### src/rtl/imm_extend_pipe_if.sv
// Request/response bundle for the pipelined immediate generator.
// master = decode-side driver, slave = the immediate unit.
interface imm_extend_pipe_if #(
    parameter int DATA_W  = 32,
    parameter int INSTR_W = 24
);
    logic               in_valid;
    logic               in_ready;
    logic [1:0]         ImmSrc;
    logic [INSTR_W-1:0] Instr;
    logic               carry_in;
    logic               out_valid;
    logic               out_ready;
    logic [DATA_W-1:0]  ExtImm;
    logic               out_carry;

    modport master (
        output in_valid,
        output ImmSrc,
        output Instr,
        output carry_in,
        output out_ready,
        input  in_ready,
        input  out_valid,
        input  ExtImm,
        input  out_carry
    );

    modport slave (
        input  in_valid,
        input  ImmSrc,
        input  Instr,
        input  carry_in,
        input  out_ready,
        output in_ready,
        output out_valid,
        output ExtImm,
        output out_carry
    );
endinterface

### src/rtl/imm_extend_pipe.sv
// Two-stage immediate generator: rot8 / zext12 / branch24 / sext12
// with shifter carry-out and valid/ready flow control plus flush.
module imm_extend_pipe #(
    parameter int DATA_W  = 32,
    parameter int INSTR_W = 24
) (
    input  logic             clk,
    input  logic             reset_n,
    input  logic             flush,
    imm_extend_pipe_if.slave bus
);
    logic               w_adv1;
    logic               w_adv2;

    logic               r_s1_valid;
    logic [1:0]         r_s1_src;
    logic [INSTR_W-1:0] r_s1_instr;
    logic               r_s1_carry;

    logic               r_s2_valid;
    logic [DATA_W-1:0]  r_ext;
    logic               r_carry;

    logic [4:0]          w_rot;
    logic [DATA_W-1:0]   w_val8;
    logic [2*DATA_W-1:0] w_dbl;
    logic [DATA_W-1:0]   w_ext_nxt;
    logic                w_carry_nxt;

    assign w_adv2 = !r_s2_valid || bus.out_ready;
    assign w_adv1 = !r_s1_valid || w_adv2;

    assign bus.in_ready  = w_adv1;
    assign bus.out_valid = r_s2_valid;
    assign bus.ExtImm    = r_ext;
    assign bus.out_carry = r_carry;

    // Rotate right by doubling the word; low half is the rotated value.
    assign w_rot  = {r_s1_instr[11:8], 1'b0};
    assign w_val8 = {{(DATA_W-8){1'b0}}, r_s1_instr[7:0]};
    assign w_dbl  = {w_val8, w_val8} >> w_rot;

    always_comb begin
        w_ext_nxt   = '0;
        w_carry_nxt = r_s1_carry;
        unique case (r_s1_src)
            2'b00: begin
                w_ext_nxt = w_dbl[DATA_W-1:0];
                if (w_rot != 5'd0)
                    w_carry_nxt = w_dbl[DATA_W-1];
            end
            2'b01: begin
                w_ext_nxt = {{(DATA_W-12){1'b0}},
                             r_s1_instr[11:0]};
            end
            2'b10: begin
                w_ext_nxt = {{(DATA_W-INSTR_W-2){r_s1_instr[INSTR_W-1]}},
                             r_s1_instr, 2'b00};
            end
            2'b11: begin
                w_ext_nxt = {{(DATA_W-12){r_s1_instr[11]}},
                             r_s1_instr[11:0]};
            end
            default: begin
                w_ext_nxt = '0;
            end
        endcase
    end

    always_ff @(posedge clk or negedge reset_n) begin
        if (!reset_n) begin
            r_s1_valid <= 1'b0;
            r_s1_src   <= '0;
            r_s1_instr <= '0;
            r_s1_carry <= 1'b0;
        end else begin
            if (flush)
                r_s1_valid <= 1'b0;
            else if (w_adv1)
                r_s1_valid <= bus.in_valid;
            if (w_adv1 && bus.in_valid) begin
                r_s1_src   <= bus.ImmSrc;
                r_s1_instr <= bus.Instr;
                r_s1_carry <= bus.carry_in;
            end
        end
    end

    // Result register only loads on advance, so a stalled output holds.
    always_ff @(posedge clk or negedge reset_n) begin
        if (!reset_n) begin
            r_s2_valid <= 1'b0;
            r_ext      <= '0;
            r_carry    <= 1'b0;
        end else begin
            if (flush)
                r_s2_valid <= 1'b0;
            else if (w_adv2)
                r_s2_valid <= r_s1_valid;
            if (w_adv2 && r_s1_valid) begin
                r_ext   <= w_ext_nxt;
                r_carry <= w_carry_nxt;
            end
        end
    end
endmodule

### src/flat_wrapper.sv
// flat-port wrapper written by rule: the top's interface ports become plain ports
module imm_extend_pipe_flat 
#(
    parameter int DATA_W  = 32,
    parameter int INSTR_W = 24
)
  (clk, reset_n, flush, bus_in_valid, bus_ImmSrc, bus_Instr, bus_carry_in, bus_out_ready, bus_in_ready, bus_out_valid, bus_ExtImm, bus_out_carry);
  imm_extend_pipe_if #(.DATA_W(DATA_W), .INSTR_W(INSTR_W)) bus_i ();
  input  logic clk;
  input  logic reset_n;
  input  logic flush;
  input wire logic [$bits(bus_i.in_valid)-1:0] bus_in_valid;
  input wire logic [$bits(bus_i.ImmSrc)-1:0] bus_ImmSrc;
  input wire logic [$bits(bus_i.Instr)-1:0] bus_Instr;
  input wire logic [$bits(bus_i.carry_in)-1:0] bus_carry_in;
  input wire logic [$bits(bus_i.out_ready)-1:0] bus_out_ready;
  output wire logic [$bits(bus_i.in_ready)-1:0] bus_in_ready;
  output wire logic [$bits(bus_i.out_valid)-1:0] bus_out_valid;
  output wire logic [$bits(bus_i.ExtImm)-1:0] bus_ExtImm;
  output wire logic [$bits(bus_i.out_carry)-1:0] bus_out_carry;
  assign bus_i.in_valid = bus_in_valid;
  assign bus_i.ImmSrc = bus_ImmSrc;
  assign bus_i.Instr = bus_Instr;
  assign bus_i.carry_in = bus_carry_in;
  assign bus_i.out_ready = bus_out_ready;
  assign bus_in_ready = bus_i.in_ready;
  assign bus_out_valid = bus_i.out_valid;
  assign bus_ExtImm = bus_i.ExtImm;
  assign bus_out_carry = bus_i.out_carry;
  imm_extend_pipe #(.DATA_W(DATA_W), .INSTR_W(INSTR_W)) u_core (.clk(clk), .reset_n(reset_n), .flush(flush), .bus(bus_i));
endmodule
### config.mk
export PLATFORM = sky130hd
export DESIGN_NAME = imm_extend_pipe_flat
export DESIGN_NICKNAME = d
export VERILOG_FILES = /design/src/rtl/imm_extend_pipe_if.sv /design/src/rtl/imm_extend_pipe.sv /design/src/flat_wrapper.sv
export SDC_FILE = /design/constraint.sdc
export NUM_CORES = 1
export LEC_CHECK = 0
export BUFFER_PORTS_ARGS = -buffer_cell sky130_fd_sc_hd__buf_2
export CORE_AREA = 2 2 115 89
export DETAILED_ROUTE_END_ITERATION = 7
export DIE_AREA = 0 0 117 91
export GPL_ROUTABILITY_DRIVEN = 0
export GPL_TIMING_DRIVEN = 1
export PLACE_DENSITY_LB_ADDON = 0.2
export SLEW_MARGIN = 20
export SYNTH_ARGS = -nofsm -noshare
export SYNTH_HDL_FRONTEND = slang
export SYNTH_SLANG_ARGS = --single-unit
### constraint.sdc
create_clock -name clk -period 4.8 [get_ports clk]
set_clock_uncertainty 0.1 [all_clocks]
set_input_delay 0.24 -clock clk [delete_from_list [all_inputs] [get_ports clk]]
set_output_delay 0.24 -clock clk [all_outputs]
set_load 0.01 [all_outputs]
-- Word-level counts from Yosys, hierarchy flattened
Index checks and enable logic that the tools add are counted.
- register bits after elaboration: 62
- output and inout bits: 35
- shift-type cells: 1
- mux-type cells: 7
- equality and inequality tests: 3
- reduce and logical (&&, ||, !) cells: 10
- operator list (cell ; number):
    $pmux W32 S4 ; 1
    $shr A40 B5 Y32 ; 1
    $mux W1 ; 6
    $reduce_bool A5 Y1 ; 1
    $eq A2 B2 Y1 const B ; 2
    $reduce_bool A2 Y1 ; 2
    $eq A2 B1 Y1 const B ; 1
    $logic_and A1 B1 Y1 ; 2
    $logic_not A1 Y1 ; 2
    $logic_not A2 Y1 ; 1
    $logic_or A1 B1 Y1 ; 2

-- Logic depth before layout (Yosys ltp)
Gate-level depths: netlist of the first run.
- depth after elaboration: 5
- mapped depth: 7
- depth with buffers taken out: 4

-- Worst setup path before layout of the first run
No wires, ideal clock.
- path kind: register to register
- from: register u_core.r_s2_valid, in the netlist u_core.bus.out_valid
- to: register u_core.r_s1_instr[10]
- period minus slack after synthesis: 1.626 ns
- setup time: 0.125 ns
- path buffers: 1
- path slack: 3.174 ns
- data arrival time: 1.401 ns
- cell stages (with the launch flop): 6
- cells stage by stage: dfrtp_1 -> nor2b_1 -> nand2_1 -> nand2_2 -> buf_6 -> mux2_2
- longest elaborated chain between the ends: 4
- ends and longest elaborated chain (item ; RTL line ; RTL):
    from (decl) ; imm_extend_pipe.sv:20 ; logic r_s2_valid;
    from (signal assigned) ; imm_extend_pipe.sv:99 ; r_s2_valid <= r_s1_valid;
    $logic_not A1 Y1 ; imm_extend_pipe.sv:30 ; assign w_adv2 = !r_s2_valid || bus.out_ready;
    $logic_or A1 B1 Y1 ; imm_extend_pipe.sv:30 ;
    $logic_or A1 B1 Y1 ; imm_extend_pipe.sv:31 ; assign w_adv1 = !r_s1_valid || w_adv2;
    via bus_in_ready ; flat_wrapper.sv:17 ; output wire logic [$bits(bus_i.in_ready)-1:0] bus_in_ready;
    $logic_and A1 B1 Y1 ; imm_extend_pipe.sv:81 ; if (w_adv1 && bus.in_valid) begin
    to (signal assigned) ; imm_extend_pipe.sv:83 ; r_s1_instr <= bus.Instr;
    to (decl) ; imm_extend_pipe.sv:17 ; logic [INSTR_W-1:0] r_s1_instr;
The timed path passes the listed nets, and every way through them passes these cells.
A chain may end at the register's enable or synchronous reset.

-- Worst setup path in the final report of the first run
- from: register u_core.r_s1_src[0]
- to: register u_core.r_ext[27], in the netlist u_core.bus.ExtImm[27]
- longest elaborated chain between the ends: 2
- elaborated cells between the ends (all ways): 5
- classes of those cells: eq/ne (3); mux (1); reduce/logical (1)
- ends and longest elaborated chain (item ; RTL line ; RTL):
    from (decl) ; imm_extend_pipe.sv:16 ; logic [1:0] r_s1_src;
    from (signal assigned) ; imm_extend_pipe.sv:82 ; r_s1_src <= bus.ImmSrc;
    $eq A2 B2 Y1 (tied with other cells) ; imm_extend_pipe.sv:46 ; unique case (r_s1_src)
    $pmux W32 S4 (*) ; imm_extend_pipe.sv:46 ;
    to (signal assigned) ; imm_extend_pipe.sv:101 ; r_ext <= w_ext_nxt;
    to (decl) ; imm_extend_pipe.sv:21 ; logic [DATA_W-1:0] r_ext;
Mark *: on every way between the ends. The rest lies on a longest branch, timed or not.

==> results of run 1 <==
-- final cells by class --
cell class / count / area share, %
clock buffers: 12 / 6.617
flip-flops and latches: 62 / 40.03
clock inverters: 4 / 1.162
well taps: 132 / 4.261
multi-input cells: 222 / 38.48
inverters: 1 / 0.09684
repair buffers: 70 / 9.361
-- critical path, delay by kind of cell (launching register included) --
kind,cells,cell delay (ps)
flops,1,1000
simple gates,3,910
compound gates,1,270
-- cell families after synthesis --
| kind of cell | after synthesis | share of synthesized area (%) |
|---|---|---|
| and+or+nand+nor | 109 | 17.30 |
| muxes | 41 | 14.37 |
| buffers and inverters | 28 | 6.064 |
| AOI/OAI and AO/OA | 72 | 14.37 |
| DFF | 62 | 47.90 |
-- metrics by stage --
stage	cells	hold slack, ps	area, µm²
2_1_floorplan	312	-155.6	3239
3_3_place_gp	486	314.5	3565
3_5_place_dp	486	313.1	3565
4_1_cts	503	7.804	3876
5_1_grt	503	10.07	3876
6_report	503	-20.20	3876
-- how the worst max path moves through the flow --
stage,from,slack [ps],endpoint
final,u_core.r_s1_src[0],2420,u_core.bus.ExtImm[27]
after global routing,u_core.r_s1_src[0],2220,u_core.bus.ExtImm[27]
after CTS,u_core.r_s1_src[0],2410,u_core.bus.ExtImm[27]
after detailed placement,u_core.r_s1_src[0],2410,u_core.bus.ExtImm[27]
after global placement,u_core.r_s1_src[0],2510,u_core.bus.ExtImm[27]
after floorplan,u_core.bus.out_valid,3170,u_core.r_s1_instr[10]
-- routing by layer --
metal  up-vias  global-route usage [%]  routed length, µm
met3         8                   6.342                523
li1       1239                       -                  -
met5         -                       0                  0
met4         0                   6.176                 81
met1      1252                   27.26               4429
met2        87                   21.39               3525
-- flip-flops by register name, summed over array words and instances (netlist names) --
signal and count:
u_core.bus.ExtImm 32, u_core.bus.out_carry 1, u_core.bus.out_valid 1, u_core.r_s1_carry 1
u_core.r_s1_instr 24, u_core.r_s1_src 2, u_core.r_s1_valid 1
-- power by group --
part	switching, W	leakage (nW)	internal (W)
clock	0.000224	0.152	0.000427
sequential	0.0000987	0.730	0.000605
combinational	0.000177	0.772	0.000150
total	0.000500	1.65	0.00118
-- cells in the final DEF (no fill, tap or decap), types with 3 or more instances in the layout --
cell type and count:
o31ai_1 3, clkbuf_16 9, nand2_1 32, nand2b_1 5, o21ai_0 10, buf_4 3, clkinv_2 3, a211oi_1 3
a21oi_1 22, o211ai_1 4, nor2b_1 3, nand3_1 7, a221oi_1 7, nor2_1 41, buf_2 66, a31oi_1 9
mux2_2 26, o21ai_1 4, mux2i_1 11, dfrtp_1 62, and3_1 3
==> results_dict.tcl, run 1 <==
set metrics [dict create \
    status "finished with violations" \
    violations "hold timing" \
    r2r_cells 4 \
    die_area_mm2 0.01065 \
    die_y_um 91 \
    fin_util_pct 40.79 \
    firstDrtPassIters 4 \
    clkTransAtPathRegs_ps 50 \
    ys_top_cells_by_count "62 x dfrtp_1, 41 x nor2_1, 32 x nand2_1, 26 x mux2_2, 22 x a21oi_1" \
    slew_viol_final 0 \
    num_vias 2586 \
    synthArstFlopShare_pct 100.0 \
    hp-class "in2async" \
    power_density_mw_per_mm2 433.9 \
    syn_nets 344 \
    cts-resized-gates 0 \
    synth_area_mm2 0.003239 \
    wirelength_um 8559 \
    hpwl_um 6039 \
    r2r-end "u_core.bus.ExtImm[27]" \
    grt_usage_pct 17.42 \
    fillers 949 \
    avgSynthCellArea_um2 10.38 \
    fin_nets 398 \
    die_x_um 117 \
    insertion_delay_ps 340 \
    yosys_register_bits 62 \
    multiInputGateArea_mm2 0.001491 \
    drive_above_1_share_pct 33.15 \
    synth.yosys.seq_area_share_pct 47.89 \
    grt_max_degree 63 \
    cpMaxStageDelayCell "dfrtp_1" \
    timing.rr.start "u_core.r_s1_src[0]" \
    required_ps 4940 \
    rows 31 \
    postCtsSetupRepairBufs 0 \
    yosys-top-cells-area "dfrtp_1 48%, mux2_2 9.0%, nor2_1 4.8%, nand2_1 3.7%, a21oi_1 3.4%" \
    hold_ws_ps -20.20 \
    grt-ovfl-total 0 \
    p_leak_nw 1.654 \
    dp_worst_setup_slack_ps 2410 \
    finalSetupViolCount 0 \
    totalPowerFinal_w 0.001682 \
    synth_edf_count 0 \
    seqCellArea_mm2 0.001551 \
    critical_path.max_fanout 28 \
    io-pin-count 67 \
    fmax_mhz 420.6 \
    finalCritPeriodShare_pct 49.53 \
    syn_inst 312 \
    critPathKind "reg2reg" \
    tightestPinTransition_ps 1009 \
    syn_to_final_growth_pct 19.66 \
    ys_dominant_reg_cell "dfrtp_1" \
    yosysTopAreaCellShare_pct 47.89 \
    design.core.area_mm2 0.009503 \
    path_common_cell "nand3_1" \
    start_util_pct 34.09 \
    yosysMostFrequentCell "dfrtp_1" \
    antenna_found_initial 0 \
    crit_chain "nand3_1, nand3_1, nor2_2, a211oi_1" \
    report.final.hold_viol_count 42 \
    crit_arrival_ps 2510 \
    grt_pass1_wl_um 13900 \
    slew_headroom_pct 32.76 \
    drt_iter0_markers 286 \
    hold_buffers 1 \
    postRouteAntennaNets 0 \
    crit_path_end_kind "register" \
    cap_violations 0 \
    port_buffers 66 \
    layout_min_cycle_time_ps 2378 \
    cts-htree-levels 3 \
    r2r_slack_ps 2420 \
    fin_tns_setup_ps 0 \
    critPathLaunchType "register" \
    wl_per_cell_um 17.02 \
    drc_errors 0 \
    numCtsBuffers 9 \
    cts.sinks 62 \
    peakVddDrop_mv 0.2295 \
    diodes 0 \
    cts_tree "built" \
    rsz0062_at_grt "false" \
    critPathMaxStageDelay_ps 1000 \
    yosysUniqueCellTypes 48 \
    via_per_inst 5.141 \
    first_global_vias 2476 \
    worst_slack_ps 2422 \
    cts-root-buf "clkbuf_16" \
    clk_path_buf_depth 2 \
    yosys_warnings 0 \
    yosys.area.top_type "dfrtp_1" \
]
(Power assumes the default switching activity.)
==> inputs of run 2 (changes only) <==
clock period = 2.25 ns   (was 4.8 ns; I/O delays follow)
==> run 2 against run 1 <==
The flow now finishes without violations; maximum frequency rose by 16%; sequential share of layout area fell by 3.5 points; first-iteration DRC count fell by 28%; die area did not move; cell count rose by 8.9%; clock power rose by 89%; highest routed layer unchanged.
==> results_dict.tcl, run 2 (synthesis results as in run 1) <==
set metrics [dict create \
    critPathKind "reg2reg" \
    drc_errors 0 \
    drive_above_1_share_pct 32.21 \
    min-delay-start "bus_out_ready" \
    cap_violations 0 \
    cts_tree "built" \
    min_path_cells 4 \
    numCtsBuffers 9 \
    clk_path_buf_depth 2 \
    clkTransAtPathRegs_ps 50 \
    slew_headroom_pct 56.16 \
    crit_path_end_kind "register" \
    cts.sinks 62 \
    worst_slack_ps 196.0 \
    fin_nets 443 \
    report.final.hold_viol_count 0 \
    status "complete, no violations" \
    timing.rr.start "u_core.r_s1_instr[8]" \
    cts-resized-gates 0 \
    crit_arrival_ps 2140 \
    hp-class "in2reg" \
    die_y_um 91 \
    die_area_mm2 0.01065 \
    r2r_slack_ps 200 \
    whs_endpoint "u_core.r_s1_valid" \
    wirelength_um 8983 \
    grt_pass1_wl_um 14430 \
    layout_min_cycle_time_ps 2054 \
    wl_per_cell_um 16.39 \
    rows 31 \
    largest_reg_flops 32 \
    slew_viol_final 0 \
    io-pin-count 67 \
    syn_to_final_growth_pct 31.21 \
    critical_path.max_fanout 13 \
    mostFrequentLayoutCells "66 x buf_2, 62 x dfrtp_1, 41 x nor2_1" \
    cts-htree-levels 3 \
    via_per_inst 5.004 \
    design.core.area_mm2 0.009503 \
    rsz0062_at_grt "false" \
    fmax_mhz 486.9 \
    port_buffers 66 \
    top_layer "met4" \
    finalCritPeriodShare_pct 91.29 \
    antenna_found_initial 0 \
    insertion_delay_ps 330 \
    grt_usage_pct 17.82 \
    final_common_cell "buf_2" \
    critPathLaunchType "register" \
    met1_length_um 4728 \
    hpwl_um 6632 \
    grt_max_degree 30 \
    diodes 0 \
    wl_met2_um 3696 \
    drt_iter0_markers 205 \
    grt-ovfl-total 0 \
    fin_tns_setup_ps 0 \
    fillers 931 \
    firstDrtPassIters 4 \
    power_density_mw_per_mm2 826.3 \
    first_global_vias 2662 \
    peakVddDrop_mv 0.5464 \
    die_x_um 117 \
    p_leak_nw 1.830 \
    num_vias 2742 \
    finalSetupViolCount 0 \
    postRouteAntennaNets 0 \
    met3_length_um 465 \
    dp_worst_setup_slack_ps 241.9 \
    r2r_cells 5 \
    tightestPinTransition_ps 657.6 \
    cts-root-buf "clkbuf_16" \
    required_ps 2340 \
    start_util_pct 34.09 \
    r2r-end "u_core.bus.out_carry" \
]
run 2: cell types whose count changed in the layout (fill, tap and decap cells not counted), sizes merged:
| cell | delta |
|---|---|
| dlygate4sd3 | +30 |
| buf | +15 |
| clkbuf | +3 |
| clkinv | -2 |
| bufinv | -1 |
run 2: how the worst max path moves through the flow:
stage,startpoint,to
floorplan,u_core.bus.out_valid,u_core.r_s1_instr[10]
global placement,u_core.r_s1_instr[8],u_core.bus.out_carry
detailed placement,u_core.r_s1_instr[8],u_core.bus.ExtImm[8]
CTS,u_core.r_s1_instr[8],u_core.bus.ExtImm[8]
global route,u_core.r_s1_instr[8],u_core.bus.ExtImm[8]
finish,u_core.r_s1_instr[8],u_core.bus.out_carry
run 2: power breakdown:
group | switching (W) | internal [W]
clock | 0.000453 | 0.000774
sequential | 0.000171 | 0.00129
combinational | 0.000437 | 0.000384
total | 0.00106 | 0.00245
run 2: worst max-delay path, cell delays in order, from the launching register on:
cell,delay (ps)
dfrtp_1,660
buf_4,290
mux2i_1,370
o21ai_1,130
o211ai_1,240
a31oi_1,130
run 2: timing repair:
| item | 4_1_cts | 5_1_grt |
|---|---|---|
| endpoints found under the setup margin | 0 | 0 |
| setup buffers | 0 | 0 |
| hold endpoints to repair | 44 | 0 |
| hold buffers | 31 | 0 |
run 2: final cells by class:
cell class / instances / area [µm²] / share of cell area (%)
Sequential cell: 62 / 1551 / 36.50
Multi-Input combinational cell: 222 / 1491 / 35.09
Timing Repair Buffer: 115 / 775.7 / 18.25
Clock buffer: 15 / 257.7 / 6.064
Tap cell: 132 / 165.2 / 3.886
Clock inverter: 1 / 5.005 / 0.1178
Inverter: 1 / 3.754 / 0.08831
run 2: routing by layer:
metal | GRT usage, % | vias up
met2 | 24.23 | 85
met1 | 27.64 | 1323
met5 | 0 | -
met4 | 4.510 | 0
li1 | - | 1324
met3 | 4.740 | 10
run 2: metrics by stage:
stage	area (µm²)	hold WS, ps	util [%]	instances	total power [W]
floorplan	3239	-283.1	-	312	0.001948
global placement	3677	-29.45	38.70	501	0.002261
detailed placement	3677	-26.20	38.70	501	0.002269
CTS	4250	43.36	44.73	548	0.003557
global route	4250	121.9	44.73	548	0.003706
finish	4250	50.94	44.73	548	0.003512
